$ cat config.mk
export PLATFORM = sky130hd
export DESIGN_NAME = snd_dac_mixer
export DESIGN_NICKNAME = d
export VERILOG_FILES = /design/src/rtl/snd_mix_pkg.sv /design/src/rtl/snd_vol_ramp.sv /design/src/rtl/snd_dac_mixer.sv
export SDC_FILE = /design/constraint.sdc
export NUM_CORES = 1
export LEC_CHECK = 0
export BUFFER_PORTS_ARGS = -buffer_cell sky130_fd_sc_hd__buf_2
export CORE_AREA = 2 2 206 208
export CTS_CLUSTER_DIAMETER = 120
export DETAILED_ROUTE_END_ITERATION = 16
export DIE_AREA = 0 0 208 210
export GPL_TIMING_DRIVEN = 0
export MAX_ROUTING_LAYER = met4
export PLACE_DENSITY_LB_ADDON = 0.3
export SYNTH_ARGS = -nofsm -noshare
export SYNTH_HDL_FRONTEND = slang
export SYNTH_SLANG_ARGS = --single-unit
$ cat constraint.sdc
create_clock -name clk_20m -period 15.3 [get_ports clk_20m]
set_clock_uncertainty 0.15 [all_clocks]
set_input_delay 1.53 -clock clk_20m [delete_from_list [all_inputs] [get_ports clk_20m]]
set_output_delay 1.53 -clock clk_20m [all_outputs]
set_load 0.01 [all_outputs]
$ cat src/rtl/snd_mix_pkg.sv
// Shared types and helpers for the DAC mixer: volume table, FSM states, accumulator sizing.
package snd_mix_pkg;

  typedef enum logic [1:0] {StIdle, StSnap, StMac, StOut} mix_state_e;

  // Index 0 is loudest.
  function automatic logic [7:0] vol_scale(input logic [3:0] idx);
    logic [7:0] s;
    case (idx)
      4'd0:    s = 8'd255;
      4'd1:    s = 8'd200;
      4'd2:    s = 8'd160;
      4'd3:    s = 8'd140;
      4'd4:    s = 8'd128;
      4'd5:    s = 8'd112;
      4'd6:    s = 8'd100;
      4'd7:    s = 8'd90;
      4'd8:    s = 8'd80;
      4'd9:    s = 8'd72;
      4'd10:   s = 8'd64;
      4'd11:   s = 8'd56;
      4'd12:   s = 8'd48;
      4'd13:   s = 8'd40;
      4'd14:   s = 8'd32;
      default: s = 8'd24;
    endcase
    return s;
  endfunction

  function automatic int unsigned acc_w(input int unsigned nch, input int unsigned dac_w,
                                        input int unsigned scale_w);
    return dac_w + scale_w + 1 + $clog2(nch);
  endfunction

endpackage

$ cat src/rtl/snd_vol_ramp.sv
// Single volume ramper: walks the current scale toward its target by a bounded step per tick.
module snd_vol_ramp
  import snd_mix_pkg::*;
#(
  parameter int unsigned SCALE_W   = 8,
  parameter int unsigned RAMP_STEP = 4
) (
  input  logic               clk,
  input  logic               reset,
  input  logic [SCALE_W-1:0] target,
  input  logic               tick,
  input  logic               pause,
  output logic [SCALE_W-1:0] cur
);

  localparam logic [SCALE_W-1:0] Step = SCALE_W'(RAMP_STEP);

  logic [SCALE_W-1:0] cur_q, cur_d, diff;

  always_comb begin
    cur_d = cur_q;
    diff  = (target > cur_q) ? (target - cur_q) : (cur_q - target);
    if (tick && !pause) begin
      if (diff <= Step) begin
        cur_d = target;
      end else if (target > cur_q) begin
        cur_d = cur_q + Step;
      end else begin
        cur_d = cur_q - Step;
      end
    end
  end

  always_ff @(posedge clk) begin
    if (reset) begin
      cur_q <= '0;
    end else begin
      cur_q <= cur_d;
    end
  end

  assign cur = cur_q;

endmodule

$ cat src/rtl/snd_dac_mixer.sv
// NCH-source stereo DAC mixer: ramped per-source volumes, one time-shared multiplier per sample,
// saturated signed stereo output with a one-cycle strobe.
module snd_dac_mixer
  import snd_mix_pkg::*;
#(
  parameter int unsigned NCH        = 2,
  parameter int unsigned DAC_W      = 8,
  parameter int unsigned VOL_W      = 4,
  parameter int unsigned SCALE_W    = 8,
  parameter int unsigned OUT_W      = 16,
  parameter int unsigned SAMPLE_DIV = 455,
  parameter int unsigned RAMP_DIV   = 2048,
  parameter int unsigned RAMP_STEP  = 4
) (
  input  logic                   clk_20m,
  input  logic                   reset,
  input  logic [NCH*DAC_W-1:0]   dac_val,
  input  logic [NCH-1:0]         dac_wr,
  input  logic [NCH*2*VOL_W-1:0] vol_idx,
  input  logic                   pause,
  output logic                   sample_stb,
  output logic [OUT_W-1:0]       audio_l,
  output logic [OUT_W-1:0]       audio_r
);

  localparam int unsigned NSrc  = 2 * NCH;
  localparam int unsigned AccW  = acc_w(NCH, DAC_W, SCALE_W);
  localparam int unsigned ProdW = DAC_W + SCALE_W + 1;
  localparam int unsigned StepW = $clog2(NSrc);
  localparam int unsigned SCntW = $clog2(SAMPLE_DIV + 1);
  localparam int unsigned RCntW = $clog2(RAMP_DIV + 1);
  localparam logic [DAC_W-1:0] Mid = DAC_W'(1 << (DAC_W - 1));
  localparam logic [StepW-1:0] LastStep = StepW'(NSrc - 1);
  localparam longint SatHi = (longint'(1) << (OUT_W - 1)) - 1;
  localparam longint SatLo = -SatHi - 1;

  if (NCH < 1 || NCH > 8 || SAMPLE_DIV < 2 * NCH + 2) begin : g_bad_params
    $error("snd_dac_mixer: NCH must be 1..8 and SAMPLE_DIV >= 2*NCH+2");
  end

  function automatic logic [OUT_W-1:0] sat(input logic signed [AccW-1:0] a);
    longint v;
    v = longint'(a);
    if (v > SatHi) v = SatHi;
    else if (v < SatLo) v = SatLo;
    return OUT_W'(v);
  endfunction

  logic [NCH*DAC_W-1:0]    latch_q, snap_dac_q;
  logic [NSrc*SCALE_W-1:0] scale_cur, snap_scale_q;
  logic [RCntW-1:0]        rcnt_q;
  logic [SCntW-1:0]        scnt_q;
  logic                    ramp_tick, snap_en;
  mix_state_e              state_q, state_d;
  logic [StepW-1:0]        step_q, step_d;
  logic signed [AccW-1:0]  acc_l_q, acc_l_d, acc_r_q, acc_r_d;
  logic [OUT_W-1:0]        aud_l_q, aud_l_d, aud_r_q, aud_r_d;
  logic signed [ProdW-1:0] smp_x, scl_x, prod;

  always_ff @(posedge clk_20m) begin
    for (int i = 0; i < NCH; i++) begin
      if (reset) begin
        latch_q[i*DAC_W +: DAC_W] <= Mid;
      end else if (dac_wr[i]) begin
        latch_q[i*DAC_W +: DAC_W] <= dac_val[i*DAC_W +: DAC_W];
      end
    end
  end

  assign ramp_tick = !pause && (rcnt_q == RCntW'(RAMP_DIV - 1));

  always_ff @(posedge clk_20m) begin
    if (reset) begin
      rcnt_q <= '0;
      scnt_q <= '0;
    end else if (!pause) begin
      rcnt_q <= ramp_tick ? '0 : rcnt_q + RCntW'(1);
      scnt_q <= (scnt_q == SCntW'(SAMPLE_DIV - 1)) ? '0 : scnt_q + SCntW'(1);
    end
  end

  for (genvar c = 0; c < NCH; c++) begin : g_src
    logic [SCALE_W-1:0] tgt_l, tgt_r;
    assign tgt_l = SCALE_W'(vol_scale(4'(vol_idx[c*2*VOL_W+VOL_W +: VOL_W])));
    assign tgt_r = SCALE_W'(vol_scale(4'(vol_idx[c*2*VOL_W +: VOL_W])));

    snd_vol_ramp #(.SCALE_W(SCALE_W), .RAMP_STEP(RAMP_STEP)) u_ramp_l (
      .clk   (clk_20m),
      .reset (reset),
      .target(tgt_l),
      .tick  (ramp_tick),
      .pause (pause),
      .cur   (scale_cur[(2*c)*SCALE_W +: SCALE_W])
    );

    snd_vol_ramp #(.SCALE_W(SCALE_W), .RAMP_STEP(RAMP_STEP)) u_ramp_r (
      .clk   (clk_20m),
      .reset (reset),
      .target(tgt_r),
      .tick  (ramp_tick),
      .pause (pause),
      .cur   (scale_cur[(2*c+1)*SCALE_W +: SCALE_W])
    );
  end

  // Shared multiplier: step k handles source k/2, left on even steps, right on odd.
  always_comb begin
    int unsigned ch;
    logic [DAC_W-1:0] d;
    ch    = 32'(step_q >> 1);
    d     = snap_dac_q[ch*DAC_W +: DAC_W];
    smp_x = ProdW'($signed({~d[DAC_W-1], d[DAC_W-2:0]}));
    scl_x = ProdW'({1'b0, snap_scale_q[32'(step_q)*SCALE_W +: SCALE_W]});
    prod  = smp_x * scl_x;
  end

  always_comb begin
    state_d = state_q;
    step_d  = step_q;
    acc_l_d = acc_l_q;
    acc_r_d = acc_r_q;
    aud_l_d = aud_l_q;
    aud_r_d = aud_r_q;
    snap_en = 1'b0;
    if (!pause) begin
      unique case (state_q)
        StIdle: if (scnt_q == SCntW'(SAMPLE_DIV - 2)) state_d = StSnap;
        StSnap: begin
          snap_en = 1'b1;
          acc_l_d = '0;
          acc_r_d = '0;
          step_d  = '0;
          state_d = StMac;
        end
        StMac: begin
          if (step_q[0]) acc_r_d = acc_r_q + AccW'(prod);
          else acc_l_d = acc_l_q + AccW'(prod);
          if (step_q == LastStep) begin
            aud_l_d = sat(acc_l_d);
            aud_r_d = sat(acc_r_d);
            state_d = StOut;
          end else begin
            step_d = step_q + StepW'(1);
          end
        end
        StOut:   state_d = StIdle;
        default: state_d = StIdle;
      endcase
    end
  end

  always_ff @(posedge clk_20m) begin
    if (reset) begin
      state_q <= StIdle;
      step_q  <= '0;
      acc_l_q <= '0;
      acc_r_q <= '0;
      aud_l_q <= '0;
      aud_r_q <= '0;
    end else begin
      state_q <= state_d;
      step_q  <= step_d;
      acc_l_q <= acc_l_d;
      acc_r_q <= acc_r_d;
      aud_l_q <= aud_l_d;
      aud_r_q <= aud_r_d;
    end
  end

  // Snapshot registers are pure datapath; they are always written before use.
  always_ff @(posedge clk_20m) begin
    if (snap_en) begin
      snap_dac_q   <= latch_q;
      snap_scale_q <= scale_cur;
    end
  end

  assign sample_stb = (state_q == StOut) && !pause;
  assign audio_l    = aud_l_q;
  assign audio_r    = aud_r_q;

endmodule

## After elaboration in Yosys (flattened, before gate mapping)

Memory sizes are Yosys's and may differ from the RTL's.
Index checks and enable logic that the tools add are counted.
Widths: inputs -> output; s select.

| word-level totals | value |
|---|---|
| ROM bits | 512 |
| word-level logic and storage cells | 111 |
| register bits after elaboration | 189 |
| memories kept | 4 |
| input bits | 37 |

Memory list:

| name | depth | width | rd ports | clocked after memory_dff | write ports | RTL line | source |
|---|---|---|---|---|---|---|---|
| (no name shown) | 16 | 8 | 1 | 0 | 0 | snd_mix_pkg.sv:9 | `case (idx)` |
| (no name shown) | 16 | 8 | 1 | 0 | 0 | snd_mix_pkg.sv:9 |  |
| (no name shown) | 16 | 8 | 1 | 0 | 0 | snd_mix_pkg.sv:9 |  |
| (no name shown) | 16 | 8 | 1 | 0 | 0 | snd_mix_pkg.sv:9 |  |

| operators by class | value |
|---|---|
| shift operators | 2 |
| reductions and logical operators | 10 |
| eq/ne operators | 10 |
| order comparisons | 12 |
| $add $sub $neg | 21 |
| multiply operators | 1 |
| bitwise operators | 2 |
| mux-type cells | 33 |

Operators with widths:

| kind | number |
|---|---|
| $mux 18 | 6 |
| $mux 8 | 12 |
| $pmux 18 s2 | 2 |
| $mux 16 | 4 |
| $sub 8x8->8 | 8 |
| $add 18x17->18 | 2 |
| $gt 18x16->1 const B | 2 |
| $lt 18x16->1 const B | 2 |
| $add 8x3->8 const B | 4 |
| $gt 8x8->1 | 4 |
| $le 8x3->1 const B | 4 |
| $shiftx 32x6->8 | 1 |
| $sub 8x3->8 const B | 4 |
| $eq 9x9->1 const B | 2 |
| $mul 8x9->17 | 1 |
| $shiftx 16x5->8 | 1 |
| $add 12x1->12 const B | 1 |
| $eq 12x11->1 const B | 1 |
| $mux 12 | 1 |
| $add 9x1->9 const B | 1 |
| $mux 9 | 1 |
| $reduce_and 3->1 | 3 |
| $pmux 2 s4 | 1 |
| $eq 2x2->1 const B | 3 |
| other kinds (12) | 20 |

## Logic depth before layout (Yosys ltp)

| logic depth | value |
|---|---|
| depth in word-level cells | 10 |
| gate-level depth with buffers | 36 |

## Modules after synthesis

Synthesis repeated with hierarchy kept, for this count alone.

| second synthesis, totals | value |
|---|---|
| cell total of the unflattened synthesis | 1944 |
| area total of the unflattened synthesis | 16787.4 µm² |

By module, submodules not included:

| module | times used | area an instance (µm²) | cells each |
|---|---|---|---|
| snd_dac_mixer | 1 | 11205.7 | 1260 |
| snd_vol_ramp at g_src[0].u_ramp_r | 1 | 1418.9 | 171 |
| snd_vol_ramp at g_src[1].u_ramp_l | 1 | 1416.4 | 179 |
| snd_vol_ramp at g_src[1].u_ramp_r | 1 | 1387.6 | 171 |
| snd_vol_ramp at g_src[0].u_ramp_l | 1 | 1358.8 | 163 |

## Worst setup path before layout

OpenSTA, ideal clock, no wires.

| timing path | value |
|---|---|
| path kind | register to register |
| start | register step_q[0] |
| end | register aud_r_q[10], in the netlist audio_r[10] |
| stages on the path, launching flop included | 34 |
| arrival time | 7814 ps |
| slack | 7199 ps |
| library setup time | 137 ps |
| clock period less this slack | 8101 ps |
| path through | dfxtp_1 > buf_1 > buf_1 > mux2i_1 > nand2_1 > o21ai_1 > or2_2 > fa_1 > fa_1 > inv_1 > fa_1 > inv_1 > fa_1 > inv_1 > ha_1 > inv_1 > o21bai_1 > a21oi_1 > nor2b_1 > o21a_1 > o31a_1 > o41ai_1 > xnor2_1 > ha_1 > inv_1 > nor2_1 > a211o_1 > a221oi_1 > xnor3_1 > a21boi_1 > nor2_1 > a21oi_1 > clkbuf_1 > a211oi_1 |

| on the way | value |
|---|---|
| cells in the longest elaborated chain, start to end | 9 |

RTL lines:

| element | RTL line | source |
|---|---|---|
| start, declared | snd_dac_mixer.sv:55 | `logic [StepW-1:0] step_q, step_d;` |
| start signal, assigned | snd_dac_mixer.sv:162 | `step_q <= step_d;` |
| $shiftx 32x6->8 | snd_dac_mixer.sv:113 | `scl_x = ProdW'({1'b0, snap_scale_q[32'(step_q)*SCALE_W +: SCALE_W]});` |
| $mul 8x9->17 | snd_dac_mixer.sv:114 | `prod = smp_x * scl_x;` |
| $add 18x17->18 | snd_dac_mixer.sv:136 | `if (step_q[0]) acc_r_d = acc_r_q + AccW'(prod);` |
| $mux 18 | snd_dac_mixer.sv:136 |  |
| $mux 18 | snd_dac_mixer.sv:126 | `unique case (state_q)` |
| $mux 18 | snd_dac_mixer.sv:125 | `if (!pause) begin` |
| $lt 18x16->1 | snd_dac_mixer.sv:45 | `else if (v < SatLo) v = SatLo;` |
| $mux 16 | snd_dac_mixer.sv:45 |  |
| $mux 16 | snd_dac_mixer.sv:44 | `if (v > SatHi) v = SatHi;` |
| end signal, assigned | snd_dac_mixer.sv:166 | `aud_r_q <= aud_r_d;` |
| end, declared | snd_dac_mixer.sv:57 | `logic [OUT_W-1:0] aud_l_q, aud_l_d, aud_r_q, aud_r_d;` |

Parallel ways exist; a longest one is shown, timed or not. The select of a mux whose other input is x is not followed.
A chain may end at the register's enable or synchronous reset.

## Worst setup path after layout

| timing path | value |
|---|---|
| start | register step_q[0] |
| end | register aud_r_q[6], in the netlist audio_r[6] |

Same word-level chain as after synthesis.

==> impl_results.md <==
- CTS Buffer Depth: 2
- Num CTS Buffers: 17
- Cell Area, Synth: 16000 um^2
- Core ar.: 41500 um^2
- Vias in the first global route: 13.2k
- Sequential cell area: 4260 um^2
- Delay-heaviest family, CP: compound AO/OA/AOI/OAI gates
- Post-route minimum period: 10.09 ns
- Power Dens Cells: 65.7 nW/um^2
- Crit path launch type: register
- Hpwl dp: 33200 um
- CTS clk-pin slew, worst paths: 0.08 ns
- Row count: 75
- Cell mode on critical path: inv_1
- Final Slew Violations: 0
- WL final: 41600 um
- Finished Layout Cells: 2523
- Cell count after synthesis: 1884
- DRC: 0
- Hold Slack: 0.281 ns
- Max-cap violations: 0
- Antenna diodes: 0
- Post-CTS Repair Setup Buffers: 0
- Max Freq: 99.1 MHz
- Area growth, synth to finish: 10.1%
- Nets@finish: 2234
- Hold Vio Cnt, Final: 0
- Setup TNS: 0 ns
- WP data required: 15.46 ns
- Via count: 13.7k
- Worst R2R Start: step_q[0]
- Largest net degree at the start of global routing: 33
- Total gr overflow: 0
- Most frequent cells in the layout: nor2_1 (231), ha_1 (175), inv_1 (170)
- Die height: 210 um
- Yosys Warn Count: 0
- Placer congestion estimate: 0.901
- Hold Crit Class: reg2reg
- Clock latency on the worst-skew pair: 0.44 ns
- Boundary pin count: 70
- CTS H-tree depth: 4
- Slowest CP cell: a21oi_1
- CP Class: reg2reg
- RSZ-0062 raised after global routing: false
- Die Width: 208 um
- Sequential area share after synthesis: 26.6%
- Clk sinks: 189
- Area taken by multi-input logic gates: 10800 um^2
- #FFs+latches synth: 189
- Commonest non-fill, non-tap cell in the layout: nor2_1
- Post-Place Worst Slack: 5.21 ns
- Initial drt markers: 805
- Maximum fanout along the worst path: 10
- GRT Util Overall: 19.5%
- Cts hold-fix bufs: 0
- Die Area: 43700 um^2
- CTS tree: done
- Placed cell count: 2491
- Mapped Nets: 2147
- Slew HR: 32.4%
- Final Cell Area: 17600 um^2
- Origin of the worst setup path: step_q[0]
- Wire per inst: 16.5 um
- Worst-margin pin slew: 1.01 ns
- Async S/R FF share, synth: 0%
- Post_cts resized: 0
- Root Driver: clkbuf_16
- Top_reg_cell synth: dfxtp_1
- Share of layout cells above drive strength 1: 8.62%
- Max incr delay on CP: 0.62 ns
- Tcrit/Tclk final: 66.0%
- Pre-antenna DRT Iters: 5
- Synth unique cells: 85
- Status: completed
- Worst setup margin: 5.21 ns
- Leak: 0.00755 uW
- Via density: 5.44
- Post-synth EDFFs: 48
- Antenna violations before repair: 0
- Syn Area/Cell: 8.50 um^2
- CP Buf/Inv Count: 8
- Filler cell count: 4151
- Detail Route Antenna Nets: 0
- PortBufs: 67
- Final setup viols: 0
- Worst hold start: latch_q[8]
- Max rail drop VDD: 74.7 uV
- Post-Place Cell Area: 17000 um^2
- First-pass GRT wire length: 68000 um
- Initial core utilization: 38.6%
- Crit path arrival time: 10.25 ns
- Crit end category: register
[flip-flops by register name, summed over array words and instances, names as in the netlist]
signal	count
step_q	2
acc_l_q	18
scnt_q	9
latch_q	16
snap_dac_q	16
rcnt_q	12
state_q	2
g_src.u_ramp_r.cur	16
audio_r	16
snap_scale_q	32
g_src.u_ramp_l.cur	16
audio_l	16
acc_r_q	18
[worst reg2reg max path, delay by kind of cell (launching register included)]
family	cells	cell delay, ns
AO/OA/AOI/OAI	10	2.85
flip-flops	1	0.48
AND/OR/NAND/NOR	6	0.87
adder cells (fa/ha/maj)	6	2.79
buffers and inverters	8	2.01
XOR/XNOR	2	0.51
multiplexers	1	0.31
[final cells by class]
type                       count  area share, %
clock inverter                14          0.831
tap                          539           3.83
buffer                        75           1.61
sequential                   189           24.2
clock buffer                  18           2.44
multi-input combinational   1445           61.3
timing repair buffer          68           2.02
inverter                     175           3.74
[per-layer routing]
metal	track usage, %	wire, um	up-vias
li1	-	-	6862
met5	-	0	-
met4	3.52	409	0
met3	1.92	1690	29
met1	24.1	18300	6550
met2	35.0	21200	279
[metrics by stage]
stage / power [uW] / utilization (%)
after detailed placement: 728 / 41.1
final: 1160 / 42.5
after global routing: 1210 / 42.5
after floorplan: 679 / -
after global placement: 723 / 41.0
after CTS: 1160 / 42.5
[worst paths after layout]
kind              cells past startpoint       endpoint  slack [ns]
setup / recovery                     33     audio_r[6]        5.21
hold / removal                        0  snap_dac_q[8]        0.28
setup reg to reg                     33     audio_r[6]        5.21
hold reg to reg                       0  snap_dac_q[8]        0.28
[where the power goes]
| part | leakage (uW) | switching [uW] | internal [uW] |
|---|---|---|---|
| Clock | 0.000283 | 221 | 218 |
| Sequential | 0.00161 | 2.67 | 513 |
| Combinational | 0.00565 | 125 | 78.2 |
[cells in the mapped netlist, types with 6 or more instances]
| cell type | count | area share [%] |
|---|---|---|
| xor2_1 | 30 | 1.6 |
| o21bai_1 | 11 | 0.52 |
| a211oi_1 | 46 | 2.2 |
| nor2b_1 | 29 | 1.1 |
| a311oi_1 | 9 | 0.49 |
| nand4_1 | 24 | 0.94 |
| xnor2_1 | 48 | 2.6 |
| a31oi_1 | 17 | 0.66 |
| and2_1 | 16 | 0.63 |
| nand3_1 | 24 | 0.75 |
| and3_1 | 19 | 0.74 |
| nor3_1 | 34 | 1.1 |
| nor2_1 | 231 | 5.4 |
| a21oi_1 | 90 | 2.8 |
| or3_1 | 16 | 0.63 |
| o31a_1 | 7 | 0.38 |
| a21o_1 | 43 | 2.0 |
| a22oi_1 | 37 | 1.7 |
| edfxtp_1 | 48 | 9.0 |
| dfxtp_1 | 141 | 18 |
| fa_1 | 51 | 6.4 |
| ha_1 | 175 | 14 |
| o21ai_0 | 80 | 2.5 |
| inv_1 | 170 | 4.0 |
| mux2_2 | 23 | 1.6 |
| o31ai_1 | 12 | 0.56 |
| clkbuf_1 | 68 | 1.6 |
| or2_2 | 19 | 0.74 |
| nand2b_1 | 18 | 0.70 |
| nand2_1 | 125 | 2.9 |
| o21a_1 | 29 | 1.4 |
| mux2i_1 | 53 | 3.3 |
| a221oi_1 | 7 | 0.38 |
| o211ai_1 | 11 | 0.52 |
| nor4_1 | 6 | 0.23 |
| o21ai_1 | 9 | 0.28 |
[logic make-up after synthesis]
| group | synth area share (%) |
|---|---|
| XOR/XNOR | 4.41 |
| multiplexers | 5.11 |
| buffers and inverters | 5.89 |
| AO/OA/AOI/OAI | 20.9 |
| flip-flops | 26.6 |
| adder cells (fa/ha/maj) | 20.1 |
| AND/OR/NAND/NOR | 16.9 |
(Power assumes the default switching activity.)
